===== src/rtl/pattern_pkg.sv =====
// Shared types for the serial 10011 pattern scheduler: controller states,
// detector encodings and the overlapping Moore detector transition function.
package pattern_pkg;

  typedef enum logic [1:0] {
    ST_IDLE  = 2'd0,
    ST_SHIFT = 2'd1,
    ST_DONE  = 2'd2
  } ctrl_state_t;

  typedef enum logic [2:0] {
    DET_A = 3'b000,
    DET_B = 3'b001,
    DET_C = 3'b010,
    DET_D = 3'b011,
    DET_E = 3'b100,
    DET_F = 3'b101
  } det_state_t;

  // Kept on a raw 3-bit vector so the two unused encodings fall back to A.
  function automatic logic [2:0] det_next(input logic [2:0] s, input logic b);
    case (s)
      DET_A:   det_next = b ? DET_B : DET_A;
      DET_B:   det_next = b ? DET_B : DET_C;
      DET_C:   det_next = b ? DET_B : DET_D;
      DET_D:   det_next = b ? DET_E : DET_A;
      DET_E:   det_next = b ? DET_F : DET_C;
      DET_F:   det_next = b ? DET_B : DET_C;
      default: det_next = DET_A;
    endcase
  endfunction

endpackage


===== src/rtl/tick_gen.sv =====
// Programmable tick generator: counts 0..period while enabled and pulses
// o_tick on the cycle the count equals period, wrapping to zero there.
module tick_gen #(
  parameter int DIV_W = 28
) (
  input  logic             main_clk,
  input  logic             rst,
  input  logic [DIV_W-1:0] i_period,
  input  logic             i_en,
  input  logic             i_clr,
  output logic             o_tick
);

  logic [DIV_W-1:0] r_cnt;

  assign o_tick = i_en && (r_cnt == i_period);

  // NOTE: sequential state uses non-blocking assignments so every flop
  // samples the pre-edge values, independent of statement order.
  always_ff @(posedge main_clk or negedge rst) begin
    if (!rst) begin
      r_cnt <= '0;
    end else if (i_clr || o_tick) begin
      r_cnt <= '0;
    end else if (i_en) begin
      r_cnt <= r_cnt + DIV_W'(1);
    end
  end

endmodule


===== src/rtl/serial_pattern_scheduler.sv =====
// Accepts a word over valid/ready and serialises it MSB-first into an
// overlapping 10011 Moore detector at a programmable tick rate.
module serial_pattern_scheduler
  import pattern_pkg::*;
#(
  parameter int DATA_W = 16,
  parameter int DIV_W  = 28,
  parameter int CNT_W  = 8
) (
  input  logic              main_clk,
  input  logic              rst,
  input  logic [DIV_W-1:0]  div_cfg,
  input  logic              in_valid,
  output logic              in_ready,
  input  logic [DATA_W-1:0] in_data,
  output logic              bit_out,
  output logic              bit_strobe,
  output logic              match,
  output logic [CNT_W-1:0]  match_count,
  output logic              busy,
  output logic              done
);

  localparam int IDX_W = $clog2(DATA_W);

  ctrl_state_t       r_state, w_state_nxt;
  logic              r_rdy_en;
  logic [DATA_W-1:0] r_shift;
  logic [DIV_W-1:0]  r_period;
  logic [IDX_W-1:0]  r_idx;
  logic [2:0]        r_det;
  logic [CNT_W-1:0]  r_count;
  logic              w_tick, w_accept, w_last;
  logic [2:0]        w_det_nxt;

  tick_gen #(.DIV_W(DIV_W)) u_tick_gen (
    .main_clk (main_clk),
    .rst      (rst),
    .i_period (r_period),
    .i_en     (r_state == ST_SHIFT),
    .i_clr    (w_accept),
    .o_tick   (w_tick)
  );

  assign w_accept    = in_ready && in_valid;
  assign w_last      = (r_idx == IDX_W'(DATA_W - 1));
  assign w_det_nxt   = det_next(r_det, r_shift[DATA_W-1]);
  assign match       = (r_det == DET_F);
  assign match_count = r_count;

  // Holds in_ready low until the first edge after reset release.
  always_ff @(posedge main_clk or negedge rst) begin
    if (!rst) begin
      r_state  <= ST_IDLE;
      r_rdy_en <= 1'b0;
    end else begin
      r_state  <= w_state_nxt;
      r_rdy_en <= 1'b1;
    end
  end

  // NOTE: every output of this block gets a default first, so no path
  // through the case leaves a signal unassigned and infers a latch.
  always_comb begin
    w_state_nxt = r_state;
    in_ready    = 1'b0;
    busy        = 1'b0;
    done        = 1'b0;
    bit_out     = 1'b0;
    bit_strobe  = 1'b0;
    case (r_state)
      ST_IDLE: begin
        in_ready = r_rdy_en;
        if (r_rdy_en && in_valid) w_state_nxt = ST_SHIFT;
      end
      ST_SHIFT: begin
        busy       = 1'b1;
        bit_out    = r_shift[DATA_W-1];
        bit_strobe = w_tick;
        if (w_tick && w_last) w_state_nxt = ST_DONE;
      end
      ST_DONE: begin
        done        = 1'b1;
        w_state_nxt = ST_IDLE;
      end
      default: w_state_nxt = ST_IDLE;
    endcase
  end

  always_ff @(posedge main_clk or negedge rst) begin
    if (!rst) begin
      r_shift  <= '0;
      r_period <= '0;
      r_idx    <= '0;
      r_det    <= DET_A;
      r_count  <= '0;
    end else if (w_accept) begin
      r_shift  <= in_data;
      r_period <= div_cfg;
      r_idx    <= '0;
      r_det    <= DET_A;
      r_count  <= '0;
    end else if (r_state == ST_SHIFT && w_tick) begin
      r_shift <= {r_shift[DATA_W-2:0], 1'b0};
      r_idx   <= r_idx + IDX_W'(1);
      r_det   <= w_det_nxt;
      if (w_det_nxt == DET_F && r_count != {CNT_W{1'b1}}) begin
        r_count <= r_count + CNT_W'(1);
      end
    end
  end

endmodule


===== config.mk =====
export PLATFORM = sky130hd
export DESIGN_NAME = serial_pattern_scheduler
export DESIGN_NICKNAME = d
export VERILOG_FILES = /design/src/rtl/pattern_pkg.sv /design/src/rtl/tick_gen.sv /design/src/rtl/serial_pattern_scheduler.sv
export SDC_FILE = /design/constraint.sdc
export NUM_CORES = 1
export LEC_CHECK = 0
export CAP_MARGIN = 20
export CELL_PAD_IN_SITES_DETAIL_PLACEMENT = 0
export CELL_PAD_IN_SITES_GLOBAL_PLACEMENT = 1
export CORE_ASPECT_RATIO = 1.75
export CORE_MARGIN = 2
export CORE_UTILIZATION = 45
export CTS_CLUSTER_SIZE = 28
export DETAILED_ROUTE_END_ITERATION = 8
export PLACE_DENSITY = 0.83
export SKIP_LAST_GASP = 1
export SYNTH_ARGS = -nofsm -noshare
export SYNTH_HDL_FRONTEND = slang
export SYNTH_HIERARCHICAL = 1
export SYNTH_SLANG_ARGS = --single-unit

===== constraint.sdc =====
create_clock -name main_clk -period 7.6 [get_ports main_clk]
set_input_delay 1.52 -clock main_clk [delete_from_list [all_inputs] [get_ports main_clk]]
set_output_delay 1.52 -clock main_clk [all_outputs]
set_load 0.005 [all_outputs]

Yosys cells after proc, flatten, opt, wreduce, memory -nomap -nowiden
Cells that the tools add are included.
{"block": "op_classes", "mul": 0, "reduce_logical": 15, "div_mod_pow": 0, "order_cmp": 0, "muxes": 25, "bitwise": 0, "shifts": 0, "n_addsub": 3, "n_eq_ne": 13}
{"op": "$mux W28", "n": 2}
{"op": "$mux W16", "n": 2}
{"op": "$add A28 B1 Y28 const B", "n": 1}
{"op": "$eq A28 B28 Y1", "n": 1}
{"op": "$mux W8", "n": 3}
{"op": "$pmux W3 S5", "n": 1}
{"op": "$mux W3", "n": 4}
{"op": "$eq A3 B3 Y1 const B", "n": 3}
{"op": "$add A8 B1 Y8 const B", "n": 1}
{"op": "$mux W2", "n": 4}
{"op": "$mux W4", "n": 2}
{"op": "$ne A8 B8 Y1 const B", "n": 1}
{"op": "$eq A3 B2 Y1 const B", "n": 2}
{"op": "$logic_and A1 B1 Y1", "n": 6}
{"op": "$mux W1", "n": 6}
{"op": "$reduce_bool A2 Y1", "n": 3}
{"op": "$add A4 B1 Y4 const B", "n": 1}
{"op": "$eq A4 B4 Y1 const B", "n": 1}
{"op": "$ne A2 B2 Y1 const B", "n": 2}
{"op": "$pmux W2 S2", "n": 1}
{"op": "$reduce_and A2 Y1", "n": 2}
{"op": "$eq A3 B1 Y1 const B", "n": 1}
{"op": "$logic_not A3 Y1", "n": 1}
{"op": "$eq A2 B1 Y1 const B", "n": 1}
{"op": "4 further kinds", "n": 4}
{"block": "totals", "mem_bits_rw": 0, "elab_cells": 64, "regBits": 90, "romBits": 0, "mem_count": 0, "latch_bits": 0}

Depth between registers and ports, before layout
{"block": "logic_depth", "word_depth": 8, "depth_mapped": 11, "ltp_nobuf": 9}

Hierarchy
The synthesis kept the hierarchy.
{"module": "serial_pattern_scheduler", "area_per_inst_um2": 2637.5, "cells_each": 280, "instances": 1}
{"module": "tick_gen", "area_per_inst_um2": 1752.9, "cells_each": 174, "instances": 1}

Worst setup path before layout
Ideal clock, no wire load.
{"block": "synth_timing", "path_type": "register to output", "start": "register u_tick_gen.r_cnt[3]", "end": "output bit_strobe", "path_buffers": 2, "t_required_ps": 6080, "t_arrival_ps": 1885, "stages_incl_launch_ff": 9, "path_slack_ps": 4195, "cell_sequence": "dfrtp_1 buf_6 xor2_1 nor4_2 nand4_1 nor3_1 nand3b_1 inv_2 clkbuf_1"}
{"block": "synth_between", "elab_chain_len": 3}
{"item": "start: declaration", "line": "tick_gen.sv:14", "text": "logic [DIV_W-1:0] r_cnt;"}
{"item": "start signal: assignment", "line": "tick_gen.sv:26", "text": "r_cnt <= r_cnt + DIV_W'(1);"}
{"item": "$eq A28 B28 Y1", "line": "tick_gen.sv:16", "text": "assign o_tick = i_en && (r_cnt == i_period);"}
{"item": "$logic_and A1 B1 Y1", "line": "tick_gen.sv:16"}
{"item": "net w_tick", "line": "serial_pattern_scheduler.sv:33", "text": "logic w_tick, w_accept, w_last;"}
{"item": "$mux W1", "line": "serial_pattern_scheduler.sv:71", "text": "case (r_state)"}
{"item": "end: declaration", "line": "serial_pattern_scheduler.sv:17", "text": "output logic bit_strobe,"}
The timed path passes the listed nets, and every way through them passes these cells.

Worst setup path in the final report
{"block": "layout_timing", "start": "register r_state[0]", "end": "output bit_strobe"}
{"block": "layout_between", "elab_chain_len": 3}
{"item": "start: declaration", "line": "serial_pattern_scheduler.sv:26", "text": "ctrl_state_t r_state, w_state_nxt;"}
{"item": "start signal: assignment", "line": "serial_pattern_scheduler.sv:57", "text": "r_state <= w_state_nxt;"}
{"item": "$eq A2 B1 Y1", "line": "serial_pattern_scheduler.sv:40", "text": ".i_en (r_state == ST_SHIFT),"}
{"item": "$logic_and A1 B1 Y1", "line": "tick_gen.sv:16"}
{"item": "net w_tick", "line": "serial_pattern_scheduler.sv:33"}
{"item": "$mux W1", "line": "serial_pattern_scheduler.sv:71"}
The timed path passes the listed nets, and every way through them passes these cells.

==> metrics.log <==
[metrics] routed vias: approximately 3400
[metrics] area fraction in compound gates after synthesis: about 6.6%
[metrics] measured slew at the worst slew-check pin: between 0.7 and 0.8 ns
[metrics] combinational family with the most area after synthesis: simple AND/OR/NAND/NOR gates
[metrics] Residual DRC: 0
[metrics] post-placement setup slack: around 3.3 ns
[metrics] Die Footprint: roughly 11000 µm²
[metrics] crit path max-delay cell type: sky130_fd_sc_hd__nor2b_1
[metrics] arrival time of the worst setup path: between 3 and 4 ns
[metrics] switching portion of total power: between 20% and 30%
[metrics] maximum resistive drop on vdd: around 0.16 mV
[metrics] final period demand of the worst path: 4.65 ns
[metrics] Synth-to-Final Area Change: 23.2%
[metrics] width of the chip: 78.7 µm
[metrics] max-cap check violation count: 0
[metrics] max-slew violation total from the final report: 0
[metrics] number of hold violations in the final report: 0
[metrics] Antenna diodes: 0
[metrics] synthesized netlist net count: approximately 500
[metrics] core utilization of the finished layout: roughly 57%
[metrics] critical path startpoint: r_state[0]
[metrics] wire length of the first global-routing pass: about 16000 µm
[metrics] Initial DRT Pass Iterations: 4
[metrics] Starting DRT DRC Count: between 90 and 100
[metrics] unrepaired setup endpoints after global routing: no
[metrics] number of antenna violations at the first check in global routing: 0
[metrics] final-layout worst hold slack: slightly below 0.5 ns
[metrics] Worst Setup Path Type: flip-flop to output port
[metrics] overall routing resource usage: about a fifth
[metrics] cts bufs inserted: 9
[metrics] portion of total power attributed to combinational logic: between 10% and 20%
[metrics] wirelength, routed: 9750 µm
[metrics] Most used DFF post-synth: sky130_fd_sc_hd__dfrtp_1
[metrics] half-perimeter wire length after detailed placement: between 6000 and 7000 µm
[metrics] final worst path period share: around three fifths
[metrics] top post-synthesis cells by area: sky130_fd_sc_hd__dfrtp_1 51%, sky130_fd_sc_hd__nand2_1 11%, sky130_fd_sc_hd__xor2_1 9.2%
[metrics] # hold bufs at CTS: 0
[metrics] number of gates resized after cts: 0
[metrics] synthesized-area fraction occupied by and/or/nand/nor cells: 26.0%
[metrics] clock transition at the registers of the reported paths: roughly 0.060 ns
[metrics] maximum clock frequency: 0.215 GHz
[metrics] Cell variety after synth: 43
[metrics] endpoint required time on the critical path: 6.08 ns
[metrics] Max Fanout on Critical Path: 23
[metrics] final total negative setup slack: 0 ns
[metrics] fraction of layout instances using a drive strength above 1: a little under a tenth
[metrics] instance count of the mapped netlist: about 450
[metrics] Clock Power Share: around 35%
[metrics] maximum number of pins on one net before global-route repair: 60
[metrics] Final GP Congestion: about 0.84
[metrics] post-CTS repair timing setup buffer count: 0
[metrics] post-route antenna net violation count: 0
[metrics] Yosys top cell by area: sky130_fd_sc_hd__dfrtp_1
[metrics] worst stage delay on the critical path: between 0.6 and 0.7 ns
[metrics] Setup crit end kind: output port
[metrics] CP Cell Sequence: nor2b_1 -> nand3_1 -> nor3_1 -> nand3b_1 -> inv_2 -> clkdlybuf4s50_1
[metrics] post-route worst setup slack: 2.95 ns
[metrics] via count normalized by instance count: roughly 5.3
[metrics] total non-filler cell area in the finished layout: approximately 5400 µm²
[metrics] Max-slew headroom: between 50% and 60%
[metrics] hold wc startpoint: r_shift[1]
[metrics] Core Area: between 9000 and 10000 µm²
[metrics] global-route congestion overflow total: 0
[metrics] number of synthesized flops with an enable pin: 0
[metrics] FP Rows: 47
[metrics] class of the tightest hold or removal check: flip-flop to flip-flop
[metrics] total power consumption of the routed design: 1.47 mW
[metrics] part of the Yosys area used for sequential elements: between 50% and 60%
[metrics] number of cells in the design after placement: 620
[metrics] launch instance of the worst register-to-register path: r_state[0]
[metrics] design internal power: ~1.1 mW
[metrics] cell area after placement: between 5000 and 6000 µm²
[metrics] count leader, synth: sky130_fd_sc_hd__nand2_1
[metrics] flip-flop and latch count after synthesis: 90
[metrics] drt wl/cell: between 15 and 20 µm
[metrics] Total Nets Final: roughly 560
[metrics] Sw Pwr: 0.422 mW
[metrics] XOR/XNOR Fraction of Synth Area: between 10% and 20%
[metrics] synthesized area per cell: 9.67 µm²
[metrics] proportion of synthesized flip-flops having asynchronous set or reset: 100%
[metrics] Top Ports: between 60 and 70
[metrics] Clock Tree Root: sky130_fd_sc_hd__clkbuf_16
[metrics] post-synthesis instance area: 4390 µm²
[metrics] Post-Synth Adder-Cell Area: less than 1%
[metrics] mux contribution to synthesized area: less than 1%
[metrics] Sequential Power Share: a little under half
[metrics] die outline height: 135 µm
[metrics] Worst setup SP type: flip-flop
[metrics] total power per unit cell area: between 200 and 300 nW/µm²
[metrics] most frequent cells after synthesis: 134 x sky130_fd_sc_hd__nand2_1, 90 x sky130_fd_sc_hd__dfrtp_1, 46 x sky130_fd_sc_hd__xor2_1, 20 x sky130_fd_sc_hd__nor2_2, 18 x sky130_fd_sc_hd__nor2_1
[metrics] depth of the CTS H-tree: 3
[metrics] final setup violating endpoints: 0
[metrics] dominant delay contributor by cell family on the critical path: simple AND/OR/NAND/NOR gates
[metrics] total of warnings raised by yosys: 6
[metrics] portion of synthesized cell area occupied by the leading cell type: between 50% and 60%
[metrics] Sinks on Clock Net: 90
[metrics] Clock Skews: around 0.0073 ns
[metrics] via count of the first global-routing pass: approximately 3400
[metrics] TritonCTS clock tree: yes
[metrics] outcome: finished, final reports clean
[metrics] starting density of the core: 46.4%
[metrics] number of input and output port buffers inserted: 60
[metrics] combined buffer and inverter count along the critical path: 2
[metrics] leakage power total: between 2 and 3 nW
[metrics] Non-Filler Instances: roughly 640
[metrics] Clk Latency, worst-skew pair: 0.34 ns
[metrics] Max Buffers Root-to-Sink: 2
## power by group through the flow
stage | Clock [mW] | Combinational (mW) | Sequential (mW)
finish | 0.510 | 0.278 | 0.685
detailed placement | 0 | 0.280 | 0.693
global route | 0.543 | 0.317 | 0.698
global placement | 0 | 0.275 | 0.690
CTS | 0.521 | 0.284 | 0.686
floorplan | 0 | 0.204 | 0.661
## cells in the final DEF (no fill, tap or decap), drive strengths merged, types with 6 or more instances in the layout
cell,instances
dfrtp,90
clkdlybuf4s50,59
nand4,14
a21oi,8
xnor2,11
nor4,10
nor2,38
xor2,46
nand3,13
nand2,135
a22oi,15
o21ai,6
clkbuf,12
## final cells by class
| class | instances | area, µm² |
|---|---|---|
| flip-flops and latches | 90 | 2250 |
| clock inverters | 4 | 98.8 |
| inverters | 4 | 16.3 |
| well taps | 122 | 153 |
| clock buffers | 12 | 246 |
| repair buffers | 64 | 628 |
| multi-input cells | 340 | 2010 |
| fillers | 826 | 4060 |
## cell families after synthesis
kind of cell | count (synthesis)
buffers and inverters | 24
flip-flops | 90
multiplexers | 4
adder cells (fa/ha/maj) | 3
other | 1
AO/OA/AOI/OAI | 39
XOR/XNOR | 57
AND/OR/NAND/NOR | 236
## per-layer routing
layer,global-route usage (%),part of all wire [%],vias up
met5,0,0,-
met4,9.55,3.5,0
met3,3.34,2.7,26
met1,22.4,40,1634
met2,34.7,53,68
li1,-,-,1625
## path summary, 6_finish.rpt
path | end | slack (ns) | depth (start not counted)
max | bit_strobe | 2.95 | 6
min | r_shift[1] | 0.48 | 2
max reg2reg | match_count[6] | 4.43 | 8
min reg2reg | r_shift[1] | 0.48 | 2
max in group asynchronous | r_period[25] | 5.40 | 2
min in group asynchronous | u_tick_gen/r_cnt[8] | 1.12 | 1
## registers in the layout, indices dropped and copies added, names as in the netlist
signal,flops
r_period,28
u_tick_gen/r_cnt,28
r_shift,16
match_count,8
r_idx,4
r_det,3
r_state,2
r_rdy_en,1
## worst register-to-register path, stage by stage, from the launching register on
cell and delay [ns]:
sky130_fd_sc_hd__dfrtp_1 0.41, sky130_fd_sc_hd__nor2b_1 0.61, sky130_fd_sc_hd__nand3_1 0.28, sky130_fd_sc_hd__nor3_1 0.33, sky130_fd_sc_hd__nand3b_1 0.22, sky130_fd_sc_hd__inv_2 0.37, sky130_fd_sc_hd__o211ai_4 0.20, sky130_fd_sc_hd__or4_1 0.53
sky130_fd_sc_hd__a21oi_1 0.15
Power figures use the tool's default switching activity.
